File: config.mk
export PLATFORM = sky130hd
export DESIGN_NAME = iir_lowpass_channel_scheduler
export DESIGN_NICKNAME = d
export VERILOG_FILES = /design/src/rtl/iir_sched_pkg.sv /design/src/rtl/iir_lowpass_channel_scheduler_stage_update.sv /design/src/rtl/iir_lowpass_channel_scheduler.sv
export SDC_FILE = /design/constraint.sdc
export NUM_CORES = 1
export LEC_CHECK = 0
export CAP_MARGIN = 0
export CORE_AREA = 2 2 189 191
export CTS_CLUSTER_DIAMETER = 100
export DETAILED_ROUTE_END_ITERATION = 10
export DIE_AREA = 0 0 191 193
export HOLD_SLACK_MARGIN = 0.15
export PLACE_DENSITY = 0.63
export SLEW_MARGIN = 30
export SYNTH_ARGS = -nofsm -noshare
export SYNTH_HDL_FRONTEND = slang
export SYNTH_HIERARCHICAL = 1
export SYNTH_SLANG_ARGS = --single-unit
File: constraint.sdc
create_clock -name CLK -period 4.95 [get_ports CLK]
set_clock_uncertainty 0.05 [all_clocks]
set_input_delay 0.495 -clock CLK [delete_from_list [all_inputs] [get_ports CLK]]
set_output_delay 0.495 -clock CLK [all_outputs]
set_load 0.03 [all_outputs]
File: src/rtl/iir_sched_pkg.sv
// Shared types and sizing helpers for the time-multiplexed IIR lowpass scheduler.
package iir_sched_pkg;

  typedef enum logic [1:0] {
    IDLE  = 2'd0,
    STAGE = 2'd1,
    OUT   = 2'd2
  } sched_state_e;

  // Accumulator width: sample plus headroom for the 2^k gain of a pow2k stage.
  function automatic int acc_bits(input int input_bits, input int shift);
    return input_bits + shift;
  endfunction

  function automatic int ch_bits(input int channels);
    return (channels > 1) ? $clog2(channels) : 1;
  endfunction

endpackage

File: src/rtl/iir_lowpass_channel_scheduler_stage_update.sv
// Combinational pow2k lowpass stage: acc' = acc - (acc >> k) + x, plus the scaled stage output.
module iir_pow2k_stage_update #(
  parameter int ACC_BITS          = 35,
  parameter int FILTER_SHIFT_BITS = 5
) (
  input  logic [ACC_BITS-1:0] acc_i,
  input  logic [ACC_BITS-1:0] x_i,
  output logic [ACC_BITS-1:0] acc_o,
  output logic [ACC_BITS-1:0] stage_o
);

  // Cannot overflow: acc never exceeds x_max << k, which fits in ACC_BITS.
  assign acc_o   = acc_i - (acc_i >> FILTER_SHIFT_BITS) + x_i;
  assign stage_o = acc_o >> FILTER_SHIFT_BITS;

endmodule

File: src/rtl/iir_lowpass_channel_scheduler.sv
// Round-robin scheduler sharing one pow2k IIR stage datapath across channels and cascaded stages.
// Optional IIR_SCHED_WARMSTART_EN: first sample of an unprimed channel preloads every stage.
module iir_lowpass_channel_scheduler
  import iir_sched_pkg::*;
#(
  parameter int CHANNELS          = 2,
  parameter int INPUT_BITS        = 30,
  parameter int RESULT_BITS       = 30,
  parameter int FILTER_SHIFT_BITS = 5,
  parameter int FILTER_STAGES     = 2,
  localparam int CH_BITS          = ch_bits(CHANNELS)
) (
  input  logic                           CLK,
  input  logic                           RESET_N,
  input  logic                           CE,
  input  logic                           FLUSH,
  input  logic [CHANNELS-1:0]            REQ_VALID,
  input  logic [CHANNELS*INPUT_BITS-1:0] REQ_DATA,
  output logic [CHANNELS-1:0]            REQ_READY,
  output logic                           OUT_VALID,
  output logic [CH_BITS-1:0]             OUT_CHANNEL,
  output logic [RESULT_BITS-1:0]         OUT_VALUE,
  output logic                           BUSY
);

  localparam int ACC_BITS = acc_bits(INPUT_BITS, FILTER_SHIFT_BITS);
  localparam int SB       = ch_bits(FILTER_STAGES);
  localparam logic [SB-1:0] LAST_STAGE = SB'(FILTER_STAGES - 1);

  sched_state_e           state_q;
  logic [CH_BITS-1:0]     rr_ptr_q;
  logic [CH_BITS-1:0]     ch_q;
  logic [SB-1:0]          stage_q;
  logic [INPUT_BITS-1:0]  sample_q;
  logic [ACC_BITS-1:0]    carry_q;
  logic [ACC_BITS-1:0]    acc_q [CHANNELS][FILTER_STAGES];
  logic                   out_vld_q;
  logic [CH_BITS-1:0]     out_ch_q;
  logic [RESULT_BITS-1:0] out_val_q;
  logic                   busy_q;

  logic                   can_grant;
  logic                   any_vld;
  logic                   accept;
  logic [CH_BITS-1:0]     grant_ch;

  logic [ACC_BITS-1:0]    acc_cur;
  logic [ACC_BITS-1:0]    x_cur;
  logic [ACC_BITS-1:0]    acc_upd;
  logic [ACC_BITS-1:0]    stage_out;
  logic [ACC_BITS-1:0]    wr_val;
  logic [ACC_BITS-1:0]    wr_carry;

  // Round robin: lowest valid index above rr_ptr wins, otherwise wrap to the lowest valid index.
  always_comb begin
    grant_ch = '0;
    any_vld  = 1'b0;
    for (int i = CHANNELS - 1; i >= 0; i--) begin
      if (REQ_VALID[i]) begin
        grant_ch = CH_BITS'(i);
        any_vld  = 1'b1;
      end
    end
    for (int i = CHANNELS - 1; i >= 0; i--) begin
      if (REQ_VALID[i] && (i > int'(rr_ptr_q))) begin
        grant_ch = CH_BITS'(i);
      end
    end
  end

  assign can_grant = RESET_N && CE && !FLUSH && (state_q == IDLE);
  assign accept    = can_grant && any_vld;

  always_comb begin
    REQ_READY = '0;
    if (accept) begin
      REQ_READY[grant_ch] = 1'b1;
    end
  end

  assign acc_cur = acc_q[ch_q][stage_q];
  assign x_cur   = (stage_q == '0) ? {{FILTER_SHIFT_BITS{1'b0}}, sample_q} : carry_q;

  iir_pow2k_stage_update #(
    .ACC_BITS          (ACC_BITS),
    .FILTER_SHIFT_BITS (FILTER_SHIFT_BITS)
  ) u_stage (
    .acc_i   (acc_cur),
    .x_i     (x_cur),
    .acc_o   (acc_upd),
    .stage_o (stage_out)
  );

`ifdef IIR_SCHED_WARMSTART_EN
  logic [CHANNELS-1:0] primed_q;
  logic                warm_q;

  assign wr_val   = warm_q ? {sample_q, {FILTER_SHIFT_BITS{1'b0}}} : acc_upd;
  assign wr_carry = stage_out;

  always_ff @(posedge CLK or negedge RESET_N) begin
    if (!RESET_N) begin
      primed_q <= '0;
      warm_q   <= 1'b0;
    end else if (CE) begin
      if (FLUSH) begin
        primed_q <= '0;
        warm_q   <= 1'b0;
      end else begin
        if (accept) begin
          warm_q <= ~primed_q[grant_ch];
        end
        if ((state_q == STAGE) && (stage_q == LAST_STAGE)) begin
          primed_q[ch_q] <= 1'b1;
        end
      end
    end
  end
`else
  assign wr_val   = acc_upd;
  assign wr_carry = stage_out;
`endif

  always_ff @(posedge CLK or negedge RESET_N) begin
    if (!RESET_N) begin
      state_q   <= IDLE;
      rr_ptr_q  <= CH_BITS'(CHANNELS - 1);
      ch_q      <= '0;
      stage_q   <= '0;
      sample_q  <= '0;
      carry_q   <= '0;
      out_vld_q <= 1'b0;
      out_ch_q  <= '0;
      out_val_q <= '0;
      busy_q    <= 1'b0;
      for (int c = 0; c < CHANNELS; c++) begin
        for (int s = 0; s < FILTER_STAGES; s++) begin
          acc_q[c][s] <= '0;
        end
      end
    end else if (CE) begin
      if (FLUSH) begin
        // Abort whatever is in flight; the pending result is dropped, never strobed.
        state_q   <= IDLE;
        stage_q   <= '0;
        out_vld_q <= 1'b0;
        busy_q    <= 1'b0;
        for (int c = 0; c < CHANNELS; c++) begin
          for (int s = 0; s < FILTER_STAGES; s++) begin
            acc_q[c][s] <= '0;
          end
        end
      end else begin
        unique case (state_q)
          IDLE: begin
            if (accept) begin
              sample_q <= REQ_DATA[int'(grant_ch)*INPUT_BITS +: INPUT_BITS];
              ch_q     <= grant_ch;
              rr_ptr_q <= grant_ch;
              stage_q  <= '0;
              busy_q   <= 1'b1;
              state_q  <= STAGE;
            end
          end
          STAGE: begin
            acc_q[ch_q][stage_q] <= wr_val;
            carry_q              <= wr_carry;
            if (stage_q == LAST_STAGE) begin
              out_vld_q <= 1'b1;
              out_ch_q  <= ch_q;
              out_val_q <= wr_val[ACC_BITS-1 -: RESULT_BITS];
              state_q   <= OUT;
            end else begin
              stage_q <= stage_q + 1'b1;
            end
          end
          OUT: begin
            out_vld_q <= 1'b0;
            busy_q    <= 1'b0;
            state_q   <= IDLE;
          end
          default: begin
            out_vld_q <= 1'b0;
            busy_q    <= 1'b0;
            state_q   <= IDLE;
          end
        endcase
      end
    end
  end

  assign OUT_VALID   = out_vld_q;
  assign OUT_CHANNEL = out_ch_q;
  assign OUT_VALUE   = out_val_q;
  assign BUSY        = busy_q;

endmodule

==> results.md <==
* Status: complete, no violations
* DRT antenna net count at 0
* Syn Inst Count at 1214
* FF-to-FF End: OUT_VALUE[29]
* Worst Path Arrival at 4.98 ns
* Fill count at 3249
* Worst Path Max Fanout at 34
* MaxCap Viol Count at 0
* Ys flop type: dfrtp_1
* Largest net degree at the start of global routing at 81
* Uppermost layer routed: met4
* CTS tree: done
* Metal2 WL at 16.0 mm
* Final Hold Fails at 0
* Setup crit end kind: flop
* Residual DRC at 0
* IO Port Bufs at 100
* Synth cell types at 65
* Global-route wire length before repair at 55.6 mm
* WP data required at 5.39 ns
* Clk_lat worst skew at 0.55 ns
* Register bit total from synthesis at 243
* Met3 WL at 1.69 mm
* Number of antenna repair diodes at 0
* CTS sink cnt at 243
* Crit path launch: stage_q
* Synthesis-to-layout area growth at 16.9%
* Chip height at 193 µm
* Peak Freq at 0.220 GHz
* Sequential cell area fraction in the yosys report at 44.0%
* Metal1 wirelength at 16.0 mm
* Slew Viols, Final at 0
* Vias in the first global route at 9804
* Post-synth ARST share at 100%
* Ports at 101
* Worst setup path endpoint: OUT_VALUE[29]
* Avg Inst Size Synth at 11.4 µm²
* Synth Warn # at 6
* Number of buffers created by CTS at 28
* Initial Utilization at 39.5%
* Die Area at 36900 µm²
* Average wire per standard cell at 19.4 µm
* Syn Std Cell Area at 13800 µm²
* Wire length after detailed routing at 34.3 mm
* Die X at 191 µm
* # H-tree levels at 1
* 1st-iter DRT viols at 650
* RSZ-0062 raised after global routing: no
* GR Overflow Total at 0
* Rows at 69
* Worst-margin pin slew at 0.856 ns
* Final setup fails at 0
* Worst R2R Start: stage_q
* Via density at 5.40
* Slew Limit Headroom at 42.9%
* Clk buf depth at 3
* Tmin final at 4.54 ns
* Total Routing Usage GR at 19.2%
* Antenna violations before repair at 0
* Crit Path Category: reg2reg
* Worst Hold Class: in2async
* TritonRoute pass-1 iters at 5
* Via count at 9535
* Reg2Reg Depth at 15
* CP Launch Type: flop
* Worst R2R Setup Slack at 0.41 ns
* Gpl congestion at 0.885
* Hpwl dp at 22.6 mm
* Root Driver: clkbuf_16
* EDFF count, synth at 0
* Final #Nets at 1418
* Setup total negative slack at 0 ns
* Layout cells sized above 1 at 20.2%
* Core area at 35000 µm²
* Worst-path clk slew at 0.06 ns
* Final cycle utilization of the critical path at 91.7%
==> what timing repair did <==
| action | in CTS | in global routing |
|---|---|---|
| setup endpoints to repair | 0 | 10 |
| hold buffers | 1 | 0 |
| buffers inserted | 0 | 3 |
| resized for setup | 0 | 1 |
| hold endpoints to repair | 43 | 0 |
==> placed cells by master (no fill, tap or decap), drive strengths merged, types with 3 or more instances in the layout <==
cell / Yosys / routed
conb: 1 / 5
xnor2: 22 / 22
clkinv: 0 / 4
or2: 4 / 4
buf: 83 / 35
a221o: 3 / 3
a31oi: 9 / 9
o211ai: 3 / 3
inv: 144 / 146
nor2: 15 / 15
clkbuf: 17 / 40
o41ai: 3 / 3
nand2: 132 / 132
mux2: 123 / 123
o21bai: 5 / 5
a22o: 140 / 140
clkdlybuf4s50: 0 / 99
nor3b: 4 / 4
nand3: 9 / 9
and2: 7 / 7
ha: 39 / 39
dfrtp: 242 / 242
nor3: 9 / 9
and3: 6 / 6
fa: 30 / 30
a21o: 14 / 14
bufinv: 0 / 4
nand4: 7 / 7
o21ai: 21 / 21
mux4: 35 / 35
a211oi: 6 / 6
xor2: 11 / 11
o21a: 3 / 3
a21oi: 38 / 38
==> logic make-up (layout without fill, tap and decap cells) <==
| kind of cell | after synthesis | after routing | synth area share (%) |
|---|---|---|---|
| AO/OA/AOI/OAI | 258 | 258 | 14.5 |
| XOR/XNOR | 33 | 33 | 2.09 |
| other | 1 | 5 | 0.0271 |
| flip-flops | 243 | 243 | 44.0 |
| adder cells (fa/ha/maj) | 69 | 69 | 7.88 |
| AND/OR/NAND/NOR | 208 | 208 | 7.23 |
| multiplexers | 158 | 158 | 15.7 |
| buffers and inverters | 244 | 330 | 8.50 |
==> through the flow <==
step                util [%]  std cells  setup slack [ns]  hold slack (ns)  cell area (µm²)
floorplan                  -       1218             0.714            0.149            13800
CTS                     46.1       1762             0.175            0.379            16100
global placement        43.1       1710             0.279            0.365            15100
finish                  46.2       1765             0.411            0.378            16100
detailed placement      43.1       1710             0.201            0.371            15100
global route            46.2       1765            0.0719            0.404            16100
==> cell usage after synthesis, drive strengths merged, types with 2 or more instances <==
cell / n / area [µm²]
dfrtp: 242 / 6060
inv: 144 / 541
a22o: 140 / 1230
nand2: 132 / 495
mux2: 123 / 1390
buf: 83 / 571
ha: 39 / 488
a21oi: 38 / 194
mux4: 35 / 788
fa: 30 / 601
xnor2: 22 / 193
o21ai: 21 / 113
clkbuf: 17 / 63.8
nor2: 15 / 56.3
a21o: 14 / 105
xor2: 11 / 96.3
a31oi: 9 / 56.3
nand3: 9 / 45.0
nor3: 9 / 67.6
and2: 7 / 43.8
nand4: 7 / 43.8
a211oi: 6 / 50.1
and3: 6 / 37.5
o21bai: 5 / 37.5
nor3b: 4 / 40.0
or2: 4 / 25.0
a221o: 3 / 30.0
o211ai: 3 / 27.5
o21a: 3 / 22.5
o41ai: 3 / 33.8
a21boi: 2 / 18.8
a2bb2oi: 2 / 17.5
a41oi: 2 / 17.5
nand2b: 2 / 12.5
nor2b: 2 / 12.5
nor4bb: 2 / 20.0
o22ai: 2 / 12.5
==> worst min-delay path by stage <==
stage | cells past startpoint | endpoint | from | slack [ns]
finish | 2 | BUSY | RESET_N | 0.38
global route | 2 | BUSY | RESET_N | 0.40
CTS | 2 | BUSY | RESET_N | 0.38
detailed placement | 1 | BUSY | RESET_N | 0.37
global placement | 1 | BUSY | RESET_N | 0.37
floorplan | 0 | BUSY | RESET_N | 0.15
==> state kept, by name, indices dropped and copies added (netlist names) <==
signal	count
acc_q	140
carry_q	35
OUT_VALUE	30
sample_q	30
state_q	2
BUSY	1
OUT_CHANNEL	1
OUT_VALID	1
ch_q	1
rr_ptr_q	1
stage_q	1
==> area by class of cell <==
type | count | area [µm²] | area share, %
clock inverter | 11 | 169 | 1.05
inverter | 144 | 541 | 3.35
multi-input combinational | 731 | 6610 | 40.9
tap | 461 | 577 | 3.57
timing repair buffer | 135 | 1310 | 8.13
sequential | 243 | 6090 | 37.7
clock buffer | 40 | 847 | 5.25
==> critical path: stages, from the launching register on <==
cell and delay (ns):
dfrtp_4 0.75, buf_4 0.44, buf_4 0.30, mux2_2 0.36, inv_1 0.11, fa_1 0.43, inv_1 0.10, ha_1 0.31
a21oi_1 0.16, nor2_1 0.05, o21a_1 0.18, o41ai_1 0.27, o21a_1 0.19, o41ai_2 0.08, xnor2_1 0.43, mux2_2 0.24
==> per-layer routing <==
layer | global-route usage [%] | vias to the layer above
met3 | 2.37 | 46
li1 | - | 4378
met5 | 0 | -
met1 | 27.6 | 4850
met2 | 30.9 | 261
met4 | 4.74 | 0
Power is not shown: default switching activity piles up to over one toggle a cycle in this logic, so the estimate is an artifact.
